### src/rtl/pipe_skid_reg_pkg.sv
// Shared pipeline definitions: skid-register FSM encoding and the NOP instruction word.
package pipe_skid_reg_pkg;

  typedef enum logic [1:0] {
    ST_EMPTY = 2'd0,
    ST_ONE   = 2'd1,
    ST_TWO   = 2'd2
  } skid_state_e;

  localparam logic [31:0] NOP_INSN = 32'h0000_0000;

endpackage

### src/rtl/pipe_skid_reg.sv
// Two-entry skid register between pipeline stages; presents a NOP entry when empty
// and counts back-pressured cycles.
module pipe_skid_reg
  import pipe_skid_reg_pkg::*;
#(
  parameter int DW  = 32,
  parameter int NCH = 4,
  parameter int CW  = 16
) (
  input  logic              clk,
  input  logic              reset,
  input  logic              in_valid,
  output logic              in_ready,
  input  logic [NCH*DW-1:0] in_data,
  input  logic              flush,
  output logic              out_valid,
  input  logic              out_ready,
  output logic [NCH*DW-1:0] out_data,
  output logic [CW-1:0]     stall_cnt
);

  localparam int EW = NCH * DW;
  localparam logic [EW-1:0] NOP_ENTRY = EW'(NOP_INSN);

  skid_state_e   state_q, state_d;
  logic [EW-1:0] main_q, main_d;
  logic [EW-1:0] skid_q, skid_d;
  logic [CW-1:0] stall_cnt_q, stall_cnt_d;
  logic          in_fire, out_fire;

  function automatic logic [CW-1:0] sat_inc(input logic [CW-1:0] v);
    return (&v) ? v : v + 1'b1;
  endfunction

  // Handshake flags come from state alone so no ready/valid path crosses the stage.
  assign out_valid = (state_q == ST_ONE) || (state_q == ST_TWO);
  assign in_ready  = (state_q == ST_EMPTY) || (state_q == ST_ONE);
  assign in_fire   = in_valid & in_ready;
  assign out_fire  = out_valid & out_ready;
  assign out_data  = main_q;
  assign stall_cnt = stall_cnt_q;

  always_comb begin
    state_d     = state_q;
    main_d      = main_q;
    skid_d      = skid_q;
    stall_cnt_d = stall_cnt_q;

    if (out_valid && !out_ready) stall_cnt_d = sat_inc(stall_cnt_q);

    // Every path into EMPTY clears main, which keeps out_data at NOP while idle.
    if (flush) begin
      state_d = ST_EMPTY;
      main_d  = NOP_ENTRY;
      skid_d  = NOP_ENTRY;
    end else begin
      case (state_q)
        ST_EMPTY: begin
          if (in_fire) begin
            state_d = ST_ONE;
            main_d  = in_data;
          end
        end
        ST_ONE: begin
          if (in_fire && out_fire) begin
            main_d = in_data;
          end else if (in_fire) begin
            state_d = ST_TWO;
            skid_d  = in_data;
          end else if (out_fire) begin
            state_d = ST_EMPTY;
            main_d  = NOP_ENTRY;
          end
        end
        ST_TWO: begin
          if (out_fire) begin
            state_d = ST_ONE;
            main_d  = skid_q;
            skid_d  = NOP_ENTRY;
          end
        end
        default: begin
          state_d = ST_EMPTY;
          main_d  = NOP_ENTRY;
          skid_d  = NOP_ENTRY;
        end
      endcase
    end
  end

  always_ff @(posedge clk) begin
    if (reset) begin
      state_q     <= ST_EMPTY;
      main_q      <= NOP_ENTRY;
      skid_q      <= NOP_ENTRY;
      stall_cnt_q <= '0;
    end else begin
      state_q     <= state_d;
      main_q      <= main_d;
      skid_q      <= skid_d;
      stall_cnt_q <= stall_cnt_d;
    end
  end

endmodule

### config.mk
export PLATFORM = sky130hd
export DESIGN_NAME = pipe_skid_reg
export DESIGN_NICKNAME = d
export VERILOG_FILES = /design/src/rtl/pipe_skid_reg_pkg.sv /design/src/rtl/pipe_skid_reg.sv
export SDC_FILE = /design/constraint.sdc
export NUM_CORES = 1
export LEC_CHECK = 0
export ABC_AREA = 1
export BUFFER_PORTS_ARGS = -buffer_cell sky130_fd_sc_hd__buf_2
export CORE_MARGIN = 2
export CORE_UTILIZATION = 55
export CTS_CLUSTER_DIAMETER = 50
export CTS_CLUSTER_SIZE = 28
export DETAILED_ROUTE_END_ITERATION = 16
export GPL_TIMING_DRIVEN = 0
export PLACE_DENSITY_LB_ADDON = 0.12
export REMOVE_ABC_BUFFERS = 1
export SLEW_MARGIN = 5
export SYNTH_ARGS = -nofsm -noshare
export SYNTH_HDL_FRONTEND = slang
export SYNTH_SLANG_ARGS = --single-unit
### constraint.sdc
create_clock -name clk -period 2.1 [get_ports clk]
set_clock_uncertainty 0.2 [all_clocks]
set_input_delay 0.42 -clock clk [delete_from_list [all_inputs] [get_ports clk]]
set_output_delay 0.42 -clock clk [all_outputs]
set_load 0.02 [all_outputs]
==> impl_metrics.csv, run 1 <==
group,metric,value,unit
drt,drt_iter0_markers,1300,
place,io_buffers,278,
timing,setup_ws,-0.195,ns
clock_tree,clock_path_buffers,3,
global_routing,grt_pass1_wl,62000,um
global_routing,grt_pass1_vias,12300,
logic_synthesis,yosysMostFrequentCell,"nand2_1",
timing,hold_viol_final,0,
setup_path,path_class,"flop to flop",
run,max-cap-violations,0,
finish,synthToLayoutAreaGrowth,39.6,%
logic_synthesis,ys_ff_latch,274,
pwr,vdd_ir_drop_max,780,uV
logic_synthesis,ys_warn_count,0,
setup_path,critPathLaunchType,"flop",
pwr,p_leak,8.62,nW
setup_path,end_kind,"flop",
logic_synthesis,synth_area_leaders,"dfxtp_1 (43%), nand2_1 (25%), a21oi_1 (11%)",
drt,route.detailed.drc,0,
hold_path,hp-class,"input pin to flop",
place,globalplace.congestion,0.852,
global_routing,gr-total-overflow,0,
logic_synthesis,synth_edf_count,0,
place,place_ws,-1.28,ns
logic_synthesis,syn-cell-area,12700,um^2
hold_path,min-delay-start,"in_data[77]",
logic_synthesis,yosysSeqAreaShare,43.3,%
timing,finalSetupViolations,230,
clock_tree,path_clk_slew,0.06,ns
global_routing,grt_antenna_before_repair,11,
floorplan,fp.dieH,156,um
logic_synthesis,synth_ff_type,"dfxtp_1",
finish,fin_nets,2435,
clock_tree,clk_latency,0.51,ns
setup_path,crit-reg2reg-launch,"state_q[0]",
place,place_area,14300,um^2
logic_synthesis,yosysTopAreaCellShare,43.3,%
drt,first_pass_iters,5,
floorplan,fp.dieArea,24200,um^2
timing,slew-limit-headroom,60.4,%
drt,vias,13900,
floorplan,fp.dieW,156,um
global_routing,grt.total_usage,31.5,%
outcome,violations,"setup timing",
clock_tree,tritoncts,"built",
setup_path,critPathMaxFanout,10,
drt,avgRoutedWirePerCell,17.0,um
outcome,status,"complete, but fails checks",
timing,min_period,2.29,ns
logic_synthesis,synth_top_area_cell,"dfxtp_1",
drt,routed_wirelength,44400,um
timing,rsz0062_at_grt,"true",
finish,final_cell_area,17700,um^2
place,dp_hpwl,20400,um
timing,slew_viol_final,0,
clock_tree,cts_sinks,274,
setup_path,cp_data_arrival_time,2.49,ns
timing,period_share,109,%
floorplan,io_pins,279,
finish,drive_above_1_share,26.0,%
logic_synthesis,syn_avg_cell_area,6.37,um^2
clock_tree,root_buffer,"clkbuf_16",
logic_synthesis,syn_inst,1986,
logic_synthesis,netlist-cell-type-count,23,
floorplan,initial_core_util,55.9,%
floorplan,design.core.area,22600,um^2
drt,viasPerCell,5.31,
drt,antenna_left,0,
logic_synthesis,async_flop_share,0,%
global_routing,grt_max_degree,103,
clock_tree,htreeDepth,2,
floorplan,std_cell_rows,55,
timing,fmax,0.436,GHz
logic_synthesis,synth_common_cells,"nand2_1 (840), dfxtp_1 (274), a21oi_1 (270), inv_1 (253), nor3_1 (130)",
timing,tightest_slew,0.594,ns
pwr,power.density,934,nW/um^2
clock_tree,cts_inserted_buffers,35,
setup_path,worstSetupStartpoint,"state_q[0]",
timing,holdWs,0.00851,ns
setup_path,worstPathRequired,2.30,ns
logic make-up after synthesis:
logic type | synth area share, %
compound gates | 11.1
buf+inv | 12.8
simple gates | 31.6
xor+xnor | 0.415
fa+ha+maj | 0.692
flops | 43.3
sequential cells by signal (all words and copies together) (netlist names):
name       cells
out_data     128
skid_q       128
state_q        2
stall_cnt     16
routing by layer:
layer	part of all wire, %	GRT usage (%)	vias up
li1	-	-	6730
met1	40	40.2	6388
met2	47	51.2	636
met3	8.9	6.94	130
met4	4.0	14.0	4
met5	0.059	0	-
worst max-delay path, cell delays in order (launching register included):
cell	delay, ns
dfxtp_4	0.36
buf_6	0.13
ha_4	0.18
nor2_4	0.12
inv_2	0.07
nand3_4	0.17
nand3_4	0.15
buf_16	0.20
clkbuf_16	0.20
nand2_2	0.06
inv_1	0.04
nor3_1	0.27
cell usage in the layout, fill, tap and decap left out, types with 27 or more instances in the layout:
cell / netlist / final
clkbuf_16: 0 / 56
nand2_1: 840 / 794
nor3_1: 130 / 126
buf_2: 68 / 276
inv_1: 253 / 233
nand2_2: 0 / 27
a21oi_2: 0 / 35
a21oi_1: 270 / 232
dfxtp_1: 274 / 271
inv_2: 23 / 40
nor2_1: 32 / 29
buf_4: 4 / 35
through the flow:
step / total power [mW] / setup TNS (ns) / cells / util [%]
2_1_floorplan: 7.97 / -1807.08 / 1857 / -
3_3_place_gp: 9.07 / -4330.15 / 2420 / 61.0
3_5_place_dp: 8.77 / -245.16 / 2447 / 63.3
4_1_cts: 15.7 / -2.31 / 2564 / 73.3
5_1_grt: 17.1 / -28.08 / 2613 / 78.0
6_report: 16.5 / -11.08 / 2615 / 78.0
report_power, final:
group	switching, mW	total [mW]	internal (mW)
logic	2.73	4.60	1.87
registers	0.159	5.65	5.49
clock network	2.49	6.23	3.74
what timing repair did:
action,4_1_cts,5_1_grt
hold endpoints to repair,6,0
endpoints found under the setup margin,272,272
cloned,17,24
hold buffers,6,0
resized for setup,90,121
pin swaps,26,31
setup buffers,35,21
final cells by class:
type                    instances  area (um^2)
diodes                          9         22.5
repair buffers                392         3300
flip-flops and latches        274         5490
fillers                      1673         4980
inverters                     277         1070
multi-input cells            1315         6200
clock inverters                22          235
well taps                     285          357
clock buffers                  41          971
worst paths after layout:
path	slack, ns	end	cells after the start
max	-0.19	skid_q[116]	11
min	0.009	skid_q[77]	3
max reg2reg	-0.19	skid_q[116]	11
min reg2reg	0.26	out_data[9]	2
Note: power is estimated with default switching activity, not from simulation.
==> inputs of run 2 (changes only) <==
- BUFFER_PORTS_ARGS: -buffer_cell sky130_fd_sc_hd__buf_2 -> default
- DONT_BUFFER_PORTS: default -> 1
- GPL_TIMING_DRIVEN: 0 -> 1
==> impl_metrics.csv, run 2 (synthesis results as in run 1) <==
group,metric,value,unit
setup_path,path_cells,"inv_4, buf_6, ha_4, nor2_4, inv_2, nand3_4, nand3_4, buf_12, clkbuf_16, nand2_1, inv_2, nor3_1",
outcome,violations,"setup timing",
finish,fin_nets,2285,
timing,tightest_slew,1.02,ns
timing,min_period,2.19,ns
place,io_buffers,0,
timing,fmax,0.456,GHz
floorplan,io_pins,279,
drt,routed_wirelength,45700,um
floorplan,fp.dieArea,24200,um^2
pwr,p_int,11.1,mW
finish,layout_commonest_cell,"nand2_1",
pwr,p_switching,5.49,mW
drt,avgRoutedWirePerCell,18.6,um
clock_tree,path_clk_slew,0.06,ns
drt,wirelength_met1,17300,um
floorplan,design.core.area,22600,um^2
finish,final_core_util,79.9,%
setup_path,worstPathRequired,2.36,ns
setup_path,cp_data_arrival_time,2.46,ns
run,max-cap-violations,0,
clock_tree,tritoncts,"built",
finish,seqCellArea,5490,um^2
drt,top_layer,"met4",
floorplan,fp.dieW,156,um
finish,multi_input_area,6730,um^2
setup_path,rrSetupSlack,-0.09,ns
timing,finalSetupViolations,74,
clock_tree,cts_inserted_buffers,31,
place,dp_hpwl,19700,um
finish,mostFrequentLayoutCells,"nand2_1 (780), dfxtp_1 (272), inv_1 (249), a21oi_1 (163), dlygate4sd3_1 (131)",
floorplan,fp.dieH,156,um
pwr,p_sw_share,33.1,%
global_routing,grt_antenna_before_repair,2,
timing,slew_viol_final,0,
hold_path,hp-class,"input pin to flop",
global_routing,grt_pass1_wl,54600,um
finish,synthToLayoutAreaGrowth,42.9,%
pwr,power.density,915,nW/um^2
pwr,power.share.sequential,35.4,%
clock_tree,htreeDepth,1,
global_routing,grt_pass1_vias,11400,
drt,wl_met3,4690,um
floorplan,initial_core_util,55.9,%
clock_tree,clk_latency,0.55,ns
timing,slew-limit-headroom,32.3,%
setup_path,critPathMaxFanout,10,
place,place_area,13200,um^2
finish,drive_above_1_share,21.0,%
drt,dr_wl_met2,21700,um
global_routing,grt.total_usage,26.6,%
pwr,vdd_ir_drop_max,732,uV
place,globalplace.congestion,0.868,
global_routing,grt_max_degree,130,
setup_path,crit-reg2reg-launch,"state_q[1]",
drt,viasPerCell,5.54,
pwr,clkPwrFrac,36.5,%
setup_path,worstSetupStartpoint,"state_q[1]",
floorplan,std_cell_rows,55,
drt,antenna_left,0,
clock_tree,clock_path_buffers,3,
finish,num-fill-cells,1452,
drt,first_pass_iters,6,
drt,route.detailed.drc,0,
hold_path,min-delay-start,"in_valid",
setup_path,cpMaxStageDelayCell,"dfxtp_2",
timing,hold_viol_final,0,
setup_path,slowest_delay,0.35,ns
global_routing,gr-total-overflow,0,
finish,final_cell_area,18100,um^2
clock_tree,root_buffer,"clkbuf_16",
timing,setup_ws,-0.0938,ns
pwr,power.total,16.5,mW
pwr,p_comb_share,28.2,%
timing,period_share,104,%
clock_tree,cts_sinks,274,
timing,rsz0062_at_grt,"true",
setup_path,path_buf_inv,6,
outcome,status,"complete, but fails checks",
setup_path,path_delay_family,"simple AND/OR/NAND/NOR gates",
setup_path,end_kind,"flop",
drt,drt_iter0_markers,1317,
setup_path,critPathLaunchType,"flop",
pwr,p_leak,7.94,nW
drt,vias,13600,
setup_path,path_class,"flop to flop",
==> run 2: layout make-up <==
| type | instances | share of cell area (%) |
|---|---|---|
| flip-flops and latches | 274 | 30.3 |
| well taps | 285 | 1.97 |
| multi-input cells | 1308 | 37.2 |
| diodes | 2 | 0.0277 |
| clock buffers | 36 | 4.61 |
| inverters | 277 | 5.80 |
| repair buffers | 253 | 18.3 |
| clock inverters | 22 | 1.74 |
==> run 2: repair_timing <==
action / 4_1_cts / 5_1_grt
setup buffers: 0 / 11
cloned: 0 / 48
hold buffers: 132 / 0
gates resized for setup: 10 / 312
endpoints found under the setup margin: 47 / 267
pin swaps: 0 / 86
hold endpoints to repair: 273 / 0
==> run 2: metrics by stage <==
step / cells / TNS, ns / setup WS [ns] / hold slack [ns]
finish: 2457 / -1.91 / -0.0938 / 0.131
CTS: 2396 / -0.140 / -0.0478 / 0.0664
detailed placement: 2206 / -0.111 / -0.0641 / 0.293
floorplan: 1857 / -1807.08 / -10.08 / 0.289
global route: 2457 / -17.44 / -0.184 / 0.234
global placement: 2206 / 0 / 0.0482 / 0.292
==> run 2: per-layer routing <==
layer  track usage, %  up-vias
li1                 -     6422
met1             33.1     6287
met2             46.3      725
met3             6.33      177
met4             6.95        0
met5                0        -
==> run 2: power groups by stage <==
| stage | logic (mW) | clock network [mW] | registers (mW) |
|---|---|---|---|
| finish | 4.66 | 6.03 | 5.85 |
| global route | 4.96 | 6.28 | 5.87 |
| CTS | 2.91 | 6.07 | 5.83 |
| detailed placement | 2.62 | 0 | 5.95 |
| global placement | 2.57 | 0 | 5.94 |
| floorplan | 2.06 | 0 | 5.91 |
==> run 2: path summary, 6_finish.rpt <==
check                endpoint  cells past startpoint
hold / removal     state_q[1]                      5
hold reg to reg   skid_q[120]                      4
setup / recovery   skid_q[10]                     12
setup reg to reg   skid_q[10]                     12
==> run 2: worst register-to-register path, stage by stage, from the launching register on <==
cell and delay (ns):
dfxtp_2 0.35, inv_4 0.05, buf_6 0.11, ha_4 0.17, nor2_4 0.11, inv_2 0.06
nand3_4 0.10, nand3_4 0.20, buf_12 0.23, clkbuf_16 0.19, nand2_1 0.10, inv_2 0.04
nor3_1 0.19
==> inputs of run 3 (changes only) <==
- SKIP_LAST_GASP: default -> 1
==> impl_metrics.csv, run 3 (synthesis results as in run 1) <==
group,metric,value,unit
timing,finalSetupViolations,143,
clock_tree,clock_path_buffers,3,
outcome,violations,"setup timing",
outcome,status,"complete, but fails checks",
timing,period_share,108,%
drt,viasPerCell,5.59,
setup_path,critPathMaxFanout,9,
floorplan,fp.dieH,156,um
setup_path,cp_data_arrival_time,2.53,ns
pwr,power.total,16.8,mW
setup_path,critPathLaunchType,"flop",
global_routing,grt_max_degree,130,
clock_tree,clk_latency,0.56,ns
place,placedCellCount,2206,
pwr,p_leak,8.18,nW
drt,avgRoutedWirePerCell,18.6,um
global_routing,grt_pass1_vias,11400,
pwr,power.density,913,nW/um^2
drt,routed_wirelength,45900,um
finish,synthToLayoutAreaGrowth,45.2,%
timing,setup_ws,-0.167,ns
drt,first_pass_iters,7,
clock_tree,tritoncts,"built",
finish,num-fill-cells,1330,
drt,route.detailed.drc,0,
clock_tree,path_clk_slew,0.07,ns
floorplan,fp.dieW,156,um
clock_tree,root_buffer,"clkbuf_16",
timing,min_period,2.27,ns
pwr,vdd_ir_drop_max,760,uV
timing,slew-limit-headroom,32.1,%
setup_path,path_class,"flop to flop",
finish,mostFrequentLayoutCells,"nand2_1 (746), dfxtp_1 (272), inv_1 (250), a21oi_1 (148), dlygate4sd3_1 (131)",
floorplan,design.core.area,22600,um^2
finish,drive_above_1_share,22.7,%
drt,antenna_left,0,
timing,rsz0062_at_grt,"true",
floorplan,io_pins,279,
timing,holdWs,0.116,ns
clock_tree,htreeDepth,1,
place,globalplace.congestion,0.868,
place,dp_hpwl,19700,um
timing,tightest_slew,1.02,ns
timing,fmax,0.441,GHz
finish,fin_cells,2464,
finish,fin_nets,2291,
timing,hold_viol_final,0,
drt,drt_iter0_markers,1290,
place,place_ws,-0.0641,ns
global_routing,grt.total_usage,26.6,%
global_routing,grt_antenna_before_repair,4,
floorplan,std_cell_rows,55,
timing,slew_viol_final,0,
clock_tree,cts_sinks,274,
clock_tree,cts_inserted_buffers,31,
finish,layout_commonest_cell,"nand2_1",
place,io_buffers,0,
global_routing,grt_pass1_wl,54600,um
setup_path,worstPathRequired,2.36,ns
finish,final_core_util,81.1,%
floorplan,fp.dieArea,24200,um^2
global_routing,gr-total-overflow,0,
setup_path,end_kind,"flop",
drt,vias,13800,
run,max-cap-violations,0,
floorplan,initial_core_util,55.9,%
hold_path,hp-class,"input pin to flop",
[run 3: cell types whose count changed in the layout (fill, tap and decap cells not counted), moves of 15 or more]
cell     delta
a21oi_1    -15
a21oi_2    +18
nand2_1    -34
nand2_4    +40
nor3_1     +16
nor3_2     -16
[run 3: metrics by stage]
step	TNS [ns]	cell area, um^2
floorplan	-1807.08	12100
global placement	0	13200
detailed placement	-0.111	13200
CTS	-0.150	15700
global route	-20.73	18400
finish	-6.87	18400
[run 3: routing by layer]
metal	track usage [%]	wire, um	vias to the layer above
met3	6.33	5020	214
met5	0	10	-
met2	46.1	21700	823
met1	33.3	17000	6308
li1	-	-	6417
met4	6.99	2110	2
[run 3: where the power goes]
group	internal [mW]	leakage, nW	switching [mW]
clock	3.65	0.555	2.42
sequential	5.49	2.23	0.362
combinational	2.01	5.40	2.85
total	11.1	8.18	5.62
[run 3: timing repair]
item                       4_1_cts  5_1_grt
buffers inserted                 0       12
cloned                           0       53
setup endpoints to repair       47      267
pin swaps                        0      123
hold buffers                   132        0
resized for setup                7      383
hold endpoints to repair       273        0
[run 3: final timing paths]
| kind | startpoint | end | slack (ns) | cells after the start |
|---|---|---|---|---|
| worst max register to register | state_q[1] | skid_q[91] | -0.17 | 12 |
| worst min register to register | skid_q[83] | skid_q[83] | 0.32 | 4 |
| worst max-delay path | state_q[1] | skid_q[91] | -0.17 | 12 |
| worst min-delay path | in_valid | state_q[1] | 0.12 | 5 |
[run 3: cell type report]
| class | count | area, um^2 | share of cell area, % |
|---|---|---|---|
| Multi-Input combinational cell | 1307 | 6960 | 37.9 |
| Sequential cell | 274 | 5490 | 29.9 |
| Timing Repair Buffer | 260 | 3360 | 18.3 |
| Inverter | 277 | 1050 | 5.71 |
| Clock buffer | 36 | 835 | 4.54 |
| Tap cell | 285 | 357 | 1.94 |
| Clock inverter | 22 | 315 | 1.72 |
| Antenna cell | 3 | 7.51 | 0.0409 |
[run 3: worst max-delay path, cell delays in order, from the launching register on]
cell,delay (ns)
dfxtp_2,0.35
inv_4,0.05
buf_6,0.11
ha_4,0.17
nor2_4,0.11
inv_2,0.06
nand3_4,0.09
nand3_4,0.21
buf_12,0.25
clkbuf_16,0.17
nand2_1,0.08
inv_1,0.05
nor3_1,0.27
